File: src/rtl/pmod_pir_detector.sv
// pmod_pir_detector: PmodPIR pin-side receiver. Holds every Pmod Bridge pin as an
//   input, synchronises and debounces the PIR OUT pin, and counts motion events with a
//   retrigger hold-off, a saturating event counter and a sticky interrupt.
// Latency: pin edge captured after edge k -> motion at k+DEBOUNCE_CYCLES+2 ->
//   event_count/irq at k+DEBOUNCE_CYCLES+3.
// Backpressure: none; the sensor is a level, and irq_ack/count_clear are level controls.
//
// Ports:
//   clk, rst                       sole clock; asynchronous active-high reset
//   gpio_out_top_tri_t/_o/_i       Pmod Bridge top row (t=4'hF, o=4'h0; i[PIR_BIT] = sensor)
//   gpio_out_bottom_tri_t/_o/_i    Pmod Bridge bottom row (t=4'hF, o=4'h0; i unused)
//   enable                         arms event detection; low forces IDLE
//   motion                         debounced sensor level
//   event_count                    saturating count of counted motion events
//   count_clear                    synchronous clear of event_count (a coincident event gives 1)
//   irq, irq_ack                   sticky event interrupt and its clear (set wins)

module pmod_pir_detector #(
  parameter int PIR_BIT         = 0,
  parameter int DEBOUNCE_CYCLES = 1000,
  parameter int HOLDOFF_CYCLES  = 100000000,
  parameter int COUNT_WIDTH     = 16
) (
  input  logic                   clk,
  input  logic                   rst,
  output logic [3:0]             gpio_out_top_tri_t,
  output logic [3:0]             gpio_out_top_tri_o,
  input  logic [3:0]             gpio_out_top_tri_i,
  output logic [3:0]             gpio_out_bottom_tri_t,
  output logic [3:0]             gpio_out_bottom_tri_o,
  input  logic [3:0]             gpio_out_bottom_tri_i,
  input  logic                   enable,
  output logic                   motion,
  output logic [COUNT_WIDTH-1:0] event_count,
  input  logic                   count_clear,
  output logic                   irq,
  input  logic                   irq_ack
);

  // Counter widths: the debounce counter only ever holds 0..DEBOUNCE_CYCLES-1 and the
  // hold-off counter only 0..HOLDOFF_CYCLES-1.
  localparam int DB_W = (DEBOUNCE_CYCLES > 1) ? $clog2(DEBOUNCE_CYCLES) : 1;
  localparam int HO_W = (HOLDOFF_CYCLES > 1) ? $clog2(HOLDOFF_CYCLES) : 1;

  localparam logic [DB_W-1:0]        DB_LAST = DB_W'(DEBOUNCE_CYCLES - 1);
  localparam logic [HO_W-1:0]        HO_LOAD = HO_W'(HOLDOFF_CYCLES - 1);
  localparam logic [COUNT_WIDTH-1:0] CNT_MAX = '1;
  localparam logic [COUNT_WIDTH-1:0] CNT_ONE = COUNT_WIDTH'(1);

  typedef enum logic [1:0] {
    ST_IDLE    = 2'd0,
    ST_ACTIVE  = 2'd1,
    ST_HOLDOFF = 2'd2
  } state_t;

  // ---------------------------------------------------------------------------
  // Pins: receive-only. Tristate enables high, data low, also during reset.
  // ---------------------------------------------------------------------------
  assign gpio_out_top_tri_t    = 4'hF;
  assign gpio_out_top_tri_o    = 4'h0;
  assign gpio_out_bottom_tri_t = 4'hF;
  assign gpio_out_bottom_tri_o = 4'h0;

  // Only one top-row bit carries the sensor; the rest of both rows is ignored.
  logic w_unused_pins;
  assign w_unused_pins = ^{gpio_out_bottom_tri_i, gpio_out_top_tri_i};

  // ---------------------------------------------------------------------------
  // 2-FF synchroniser for the asynchronous sensor pin.
  // ---------------------------------------------------------------------------
  logic r_sync1;
  logic r_sync2;
  logic w_s;

  always_ff @(posedge clk or posedge rst) begin
    if (rst) begin
      r_sync1 <= 1'b0;
      r_sync2 <= 1'b0;
    end else begin
      r_sync1 <= gpio_out_top_tri_i[PIR_BIT];
      r_sync2 <= r_sync1;
    end
  end

  assign w_s = r_sync2;

  // ---------------------------------------------------------------------------
  // Debounce: motion follows s only after DEBOUNCE_CYCLES consecutive samples that
  // disagree with it. Any agreeing sample restarts the window. Runs regardless of
  // enable so motion is always a faithful, clean copy of the sensor.
  // ---------------------------------------------------------------------------
  logic [DB_W-1:0] r_db_cnt;
  logic            r_motion;

  always_ff @(posedge clk or posedge rst) begin
    if (rst) begin
      r_db_cnt <= '0;
      r_motion <= 1'b0;
    end else if (w_s == r_motion) begin
      r_db_cnt <= '0;
    end else if (r_db_cnt == DB_LAST) begin
      r_motion <= ~r_motion;
      r_db_cnt <= '0;
    end else begin
      r_db_cnt <= r_db_cnt + DB_W'(1);
    end
  end

  assign motion = r_motion;

  // ---------------------------------------------------------------------------
  // Event FSM with retrigger hold-off, event counter and sticky irq.
  // A rise seen in IDLE is a new event; a rise seen in HOLDOFF is the same person
  // still moving and is absorbed without counting.
  // ---------------------------------------------------------------------------
  state_t                 r_state;
  logic [HO_W-1:0]        r_ho_cnt;
  logic                   r_motion_d;
  logic [COUNT_WIDTH-1:0] r_count;
  logic                   r_irq;

  logic w_rise;
  logic w_event;

  assign w_rise  = r_motion & ~r_motion_d;
  // Enable gates counting directly so the cycle enable drops counts nothing, even
  // though the state itself only returns to IDLE at that edge.
  assign w_event = enable & w_rise & (r_state == ST_IDLE);

  always_ff @(posedge clk or posedge rst) begin
    if (rst) begin
      r_state    <= ST_IDLE;
      r_ho_cnt   <= '0;
      r_motion_d <= 1'b0;
      r_count    <= '0;
      r_irq      <= 1'b0;
    end else begin
      r_motion_d <= r_motion;

      if (!enable) begin
        r_state  <= ST_IDLE;
        r_ho_cnt <= '0;
      end else begin
        case (r_state)
          ST_IDLE: begin
            if (w_rise) begin
              r_state <= ST_ACTIVE;
            end
          end
          ST_ACTIVE: begin
            if (!r_motion) begin
              r_state  <= ST_HOLDOFF;
              r_ho_cnt <= HO_LOAD;
            end
          end
          ST_HOLDOFF: begin
            // Rise has priority over expiry, so a rise on the last hold-off cycle
            // is still suppressed.
            if (w_rise) begin
              r_state  <= ST_ACTIVE;
              r_ho_cnt <= '0;
            end else if (r_ho_cnt == '0) begin
              r_state <= ST_IDLE;
            end else begin
              r_ho_cnt <= r_ho_cnt - HO_W'(1);
            end
          end
          default: begin
            r_state  <= ST_IDLE;
            r_ho_cnt <= '0;
          end
        endcase
      end

      // A clear coincident with an event leaves that one event counted.
      if (count_clear) begin
        r_count <= w_event ? CNT_ONE : '0;
      end else if (w_event && (r_count != CNT_MAX)) begin
        r_count <= r_count + CNT_ONE;
      end

      // Set wins over acknowledge so an event is never lost.
      if (w_event) begin
        r_irq <= 1'b1;
      end else if (irq_ack) begin
        r_irq <= 1'b0;
      end
    end
  end

  assign event_count = r_count;
  assign irq         = r_irq;

endmodule

File: config.mk
export PLATFORM = sky130hd
export DESIGN_NAME = pmod_pir_detector
export DESIGN_NICKNAME = d
export VERILOG_FILES = /design/src/rtl/pmod_pir_detector.sv
export SDC_FILE = /design/constraint.sdc
export NUM_CORES = 1
export LEC_CHECK = 0
export ABC_CLOCK_PERIOD_IN_PS = 4550
export CAP_MARGIN = 20
export CORE_UTILIZATION = 35
export DETAILED_ROUTE_END_ITERATION = 7
export PLACE_DENSITY = 0.64
export SYNTH_ARGS = -nofsm -noshare
export SYNTH_HDL_FRONTEND = slang
export SYNTH_SLANG_ARGS = --single-unit
File: constraint.sdc
create_clock -name clk -period 4.55 [get_ports clk]
set_clock_uncertainty 0.15 [all_clocks]
set_input_delay 0.91 -clock clk [delete_from_list [all_inputs] [get_ports clk]]
set_output_delay 0.91 -clock clk [all_outputs]
set_load 0.01 [all_outputs]
Yosys cells after proc, flatten, opt, wreduce, memory -nomap -nowiden --
Cells that the tools add are included.
Word-level totals: word-level logic and storage cells 54, register bits 60
Operators by class: bitwise gates (word level) 6, $add $sub $neg 3, reductions and logical operators 8, equal/unequal tests 10, muxes and demuxes 18
Operator list (count):
- $mux W27 | 4
- $pmux W27 S3 | 1
- $mux W16 | 2
- $logic_not A27 Y1 | 1
- $sub A27 B1 Y27 const B | 1
- $mux W10 | 2
- $add A16 B1 Y16 const B | 1
- $ne A16 B16 Y1 const B | 1
- $add A10 B1 Y10 const B | 1
- $eq A10 B10 Y1 const B | 1
- $mux W2 | 5
- $ne A4 B4 Y1 const B | 2
- $ne A3 B3 Y1 const B | 2
- $pmux W2 S3 | 1
- $reduce_and A3 Y1 | 2
- $reduce_bool A2 Y1 | 2
- $and A1 B1 Y1 | 3
- $mux W1 | 3
- $not A1 Y1 | 3
- $eq A2 B1 Y1 const B | 1
- $eq A2 B2 Y1 const B | 1
- $logic_not A2 Y1 | 1
- $ne A2 B2 Y1 const B | 1
- $reduce_and A2 Y1 | 1
- other kinds (2) | 2

Longest topological paths before layout --
depth after elaboration 7, gate-level depth with buffers 9, depth with buffers taken out 7

Least setup slack after synthesis --
Ideal clock, no wire load.
path type input-to-reg, from in enable, to reg r_ho_cnt[14], data arrival time 2.131 ns, setup time 0.116 ns, path buffers 2, required time 4.284 ns, path slack 2.154 ns, cell stages on the path 6, cells stage by stage clkbuf_1 and2_1 o2111ai_1 or2_2 clkbuf_1 o311ai_0
Between the ends: longest elaborated chain between the ends 2, elaborated cells between the ends (all ways) 5
RTL lines:
- from (decl) | line 32 | input logic enable,
- $ne A4 B4 Y1 (no line), or another cell as far along
- $reduce_and A3 Y1 (no line)
- to (signal assigned) | line 165 | r_ho_cnt <= r_ho_cnt - HO_W'(1);
- to (decl) | line 117 | logic [HO_W-1:0] r_ho_cnt;
Parallel ways exist; a longest one is shown, timed or not. A chain may end at the register's enable or synchronous reset.

Worst setup path after layout --
from reg r_ho_cnt[0], to reg r_ho_cnt[16]
Between the ends: longest elaborated chain between the ends 5, elaborated cells between the ends (all ways) 8
RTL lines:
- $sub A27 B1 Y27 | line 165
- $mux W27 | line 162 | end else if (r_ho_cnt == '0) begin
- $mux W27 | line 159 | if (w_rise) begin
- $pmux W27 S3 | line 144 | case (r_state)
- $mux W27 | line 140 | if (!enable) begin
Parallel ways exist; a longest one is shown, timed or not. The select of a mux whose other input is x is not followed.

==> results.sh <==
export IMPL_nFillCells=981
export IMPL_switchingPower_w=0.000495
export IMPL_post_drt_wl_per_cell_um=14.0
export IMPL_pin_count=47
export IMPL_min_from="r_sync1$_DFF_PP0_"
export IMPL_synth_ff_type="dfrtp_1"
export IMPL_die_x_um=102
export IMPL_fp_dieH_um=102
export IMPL_power_frac_seq_pct=37.6
export IMPL_initial_core_util_pct=36.1
export IMPL_holdPathEnd="r_sync2$_DFF_PP0_"
export IMPL_viasPerCell=5.30
export IMPL_final_core_util_pct=41.3
export IMPL_synthTopCellsByCount="dfrtp_1 (60), nor2_1 (47), nand2_1 (31), o21ai_0 (26)"
export IMPL_synth_mux_area_share_pct=1.74
export IMPL_io_buffer_count=23
export IMPL_first_pass_iters=5
export IMPL_syn_area_um2=3530
export IMPL_cpMaxStageDelayCell="or4b_1"
export IMPL_hp_class="flop to flop"
export IMPL_cp_arrival_ns=3.03
export IMPL_cts_resized=0
export IMPL_grt_pass1_vias=2677
export IMPL_crit_type="flop to flop"
export IMPL_period_share_pct=66.5
export IMPL_hold_path_depth=0
export IMPL_ys_seq_elements=60
export IMPL_swShare_pct=32.0
export IMPL_outcome="finished, final reports clean"
export IMPL_tightestPinTransition_ns=1.01
export IMPL_critPathBufInv=1
export IMPL_post_cts_repair_setup_buffers=0
export IMPL_start_kind="flop"
export IMPL_core_area_um2=9770
export IMPL_setup_viol=0
export IMPL_drv_cap=0
export IMPL_timing_final_crit_period_ns=3.03
export IMPL_place_gp_congestion=0.882
export IMPL_crit_path_max_fanout=15
export IMPL_synth_area_top_cells="dfrtp_1 (43%), nor2_1 (5.0%), o21ai_0 (3.7%)"
export IMPL_hpwlAfterDp_um=5310
export IMPL_syn_area_per_cell_um2=8.93
export IMPL_async_reset_ff_share_pct=100
export IMPL_r2r_end="r_ho_cnt[16]$_DFFE_PP0P_"
export IMPL_crit_start="r_ho_cnt[0]$_DFFE_PP0P_"
export IMPL_vias=2923
export IMPL_synth_seq_area_share_pct=42.6
export IMPL_pwr_share_clk_pct=38.1
export IMPL_yosysMostFrequentCell="dfrtp_1"
export IMPL_cts_htree_levels=3
export IMPL_cts_sinks=60
export IMPL_slew_headroom_pct=32.4
export IMPL_drive_above_1_share_pct=6.44
export IMPL_p_comb_share_pct=24.3
export IMPL_area_delta_synth_final_pct=14.4
export IMPL_synth_warnings=0
export IMPL_synth_compound_area_share_pct=14.2
export IMPL_clk_path_buf_depth=2
export IMPL_placementRows=36
export IMPL_cts_tree="done"
export IMPL_cp_top_family="simple AND/OR/NAND/NOR gates"
export IMPL_insertion_delay_ns=0.35
export IMPL_cts_buffers_inserted=9
export IMPL_drc=0
export IMPL_design_area_um2=4040
export IMPL_reg2regPathDepth=7
export IMPL_clk_pin_slew_ns=0.07
export IMPL_fin_tns_setup_ns=0
export IMPL_fmax_mhz=330
export IMPL_synthSimpleGateAreaFrac_pct=25.5
export IMPL_rr_startpoint="r_ho_cnt[0]$_DFFE_PP0P_"
export IMPL_routed_wl_um=7730
export IMPL_synth_top_family_by_area="simple AND/OR/NAND/NOR gates"
export IMPL_synthXorXnorAreaFrac_pct=5.71
export IMPL_max_stage_delay_ns=0.60
export IMPL_hold_viol=0
export IMPL_nets=435
export IMPL_p_int_w=0.00105
export IMPL_crit_path_cell_trace="inv_1, ha_1, or4b_1, nor3_2, nand4b_1, nand3_1, o311ai_0"
export IMPL_end_kind="flop"
export IMPL_netlist_area_leader_share_pct=42.6
export IMPL_hold_buffers=0
export IMPL_rsz0062_at_grt="false"
export IMPL_die_area_um2=10500
export IMPL_yosys_area_share_adder_pct=2.84
export IMPL_place_area_um2=3790
export IMPL_drt_initial_drc_count=189
export IMPL_overflow=0
export IMPL_antennaDiodeCount=0
export IMPL_antenna_left=0
export IMPL_antenna_found_initial=0
export IMPL_p_leak_nw=1.69
export IMPL_track_usage_pct=16.4
export IMPL_cts_root_buffer="clkbuf_8"
export IMPL_vdd_ir_drop_max_uv=189
export IMPL_report_final_slew_viol_count=0
export IMPL_reg2reg_slack_ns=1.52
export IMPL_cp_required_ns=4.55
export IMPL_synth_area_leader_cell="dfrtp_1"
export IMPL_grt_pass1_wl_um=13200
export IMPL_synth_edf_count=0
export IMPL_synth_cell_types=48
export IMPL_grt_max_degree=41
export IMPL_power_density_nw_per_um2=384
export IMPL_synthCells=395
[metal layers]
metal | global-route usage (%) | vias to the layer above | part of all wire [%]
met5 | 0 | - | 0
met4 | 6.70 | 0 | 1.5
met3 | 3.97 | 11 | 5.8
met2 | 25.3 | 90 | 46
met1 | 22.1 | 1394 | 47
li1 | - | 1428 | -
[registers in the layout, indices dropped and copies added (netlist names)]
| register | cells |
|---|---|
| event_count | 16 |
| irq | 1 |
| motion | 1 |
| r_db_cnt | 10 |
| r_ho_cnt | 27 |
| r_motion_d | 1 |
| r_state | 2 |
| r_sync1 | 1 |
| r_sync2 | 1 |
[cell families (layout without fill, tap and decap cells)]
family          count (synthesis)  after routing
xor+xnor                       23             23
fa+ha+maj                       8              8
other cells                     2             16
buf+inv                        48             58
compound gates                 80             80
simple gates                  168            168
flops                          60             60
mux                             6              6
[final cells by class]
cell class,count,area [µm²],area share [%]
well taps,133,166,4.12
flip-flops and latches,60,1500,37.2
clock inverters,6,111,2.76
clock buffers,10,128,3.16
inverters,17,63.8,1.58
repair buffers,25,243,6.02
multi-input cells,301,1820,45.1
[worst max-delay path by stage]
stage | endpoint | slack [ns] | cells past startpoint
floorplan | event_count[0]$_DFFE_PP0P_ | 2.01 | 1
global placement | r_ho_cnt[22]$_DFFE_PP0P_ | 1.29 | 6
detailed placement | r_ho_cnt[7]$_DFFE_PP0P_ | 1.27 | 6
CTS | r_ho_cnt[16]$_DFFE_PP0P_ | 1.52 | 7
global route | r_ho_cnt[16]$_DFFE_PP0P_ | 1.35 | 7
finish | r_ho_cnt[16]$_DFFE_PP0P_ | 1.52 | 7
[power by group through the flow]
stage	Combinational [W]	Clock, W	Sequential, W
2_1_floorplan	0.000305	0	0.000585
3_3_place_gp	0.000363	0	0.000592
3_5_place_dp	0.000368	0	0.000592
4_1_cts	0.000369	0.000605	0.000583
5_1_grt	0.000415	0.000628	0.000589
6_report	0.000376	0.000590	0.000583
[metrics by stage]
step / hold WS, ns / instances / worst slack (ns) / total power [W]
6_report: 0.194 / 552 / 1.52 / 0.00155
5_1_grt: 0.215 / 552 / 1.35 / 0.00163
4_1_cts: 0.199 / 551 / 1.52 / 0.00156
3_5_place_dp: 0.187 / 535 / 1.27 / 0.000960
3_3_place_gp: 0.186 / 535 / 1.29 / 0.000955
2_1_floorplan: 0.181 / 409 / 2.01 / 0.000890
[placed cells by master, fill, tap and decap left out, types with 4 or more instances in the layout]
cell type / synthesis / final
and3_1: 5 / 5
nand4_1: 8 / 8
nand3_1: 18 / 18
or3_1: 4 / 4
ha_1: 8 / 8
a31oi_1: 9 / 9
and2_1: 7 / 7
nor2_1: 47 / 47
a21oi_1: 18 / 18
o311ai_0: 4 / 4
xnor2_1: 14 / 14
dfrtp_1: 60 / 60
mux2i_1: 5 / 5
o211ai_1: 9 / 9
clkbuf_8: 0 / 9
conb_1: 2 / 16
or4_1: 5 / 5
inv_1: 17 / 16
o21ai_0: 26 / 26
and4_1: 6 / 6
nor3_1: 12 / 12
nor4_1: 9 / 9
clkdlybuf4s50_1: 0 / 23
xor2_1: 9 / 9
nand2_1: 31 / 31
[worst register-to-register path: cells and delay by family, from the launching register on]
kind                       cells  cell delay [ns]
buffers and inverters          1             0.07
adders and majority gates      1             0.20
AOI/OAI and AO/OA              1             0.30
and+or+nand+nor                4             1.70
DFF                            1             0.42
(Power assumes the default switching activity.)
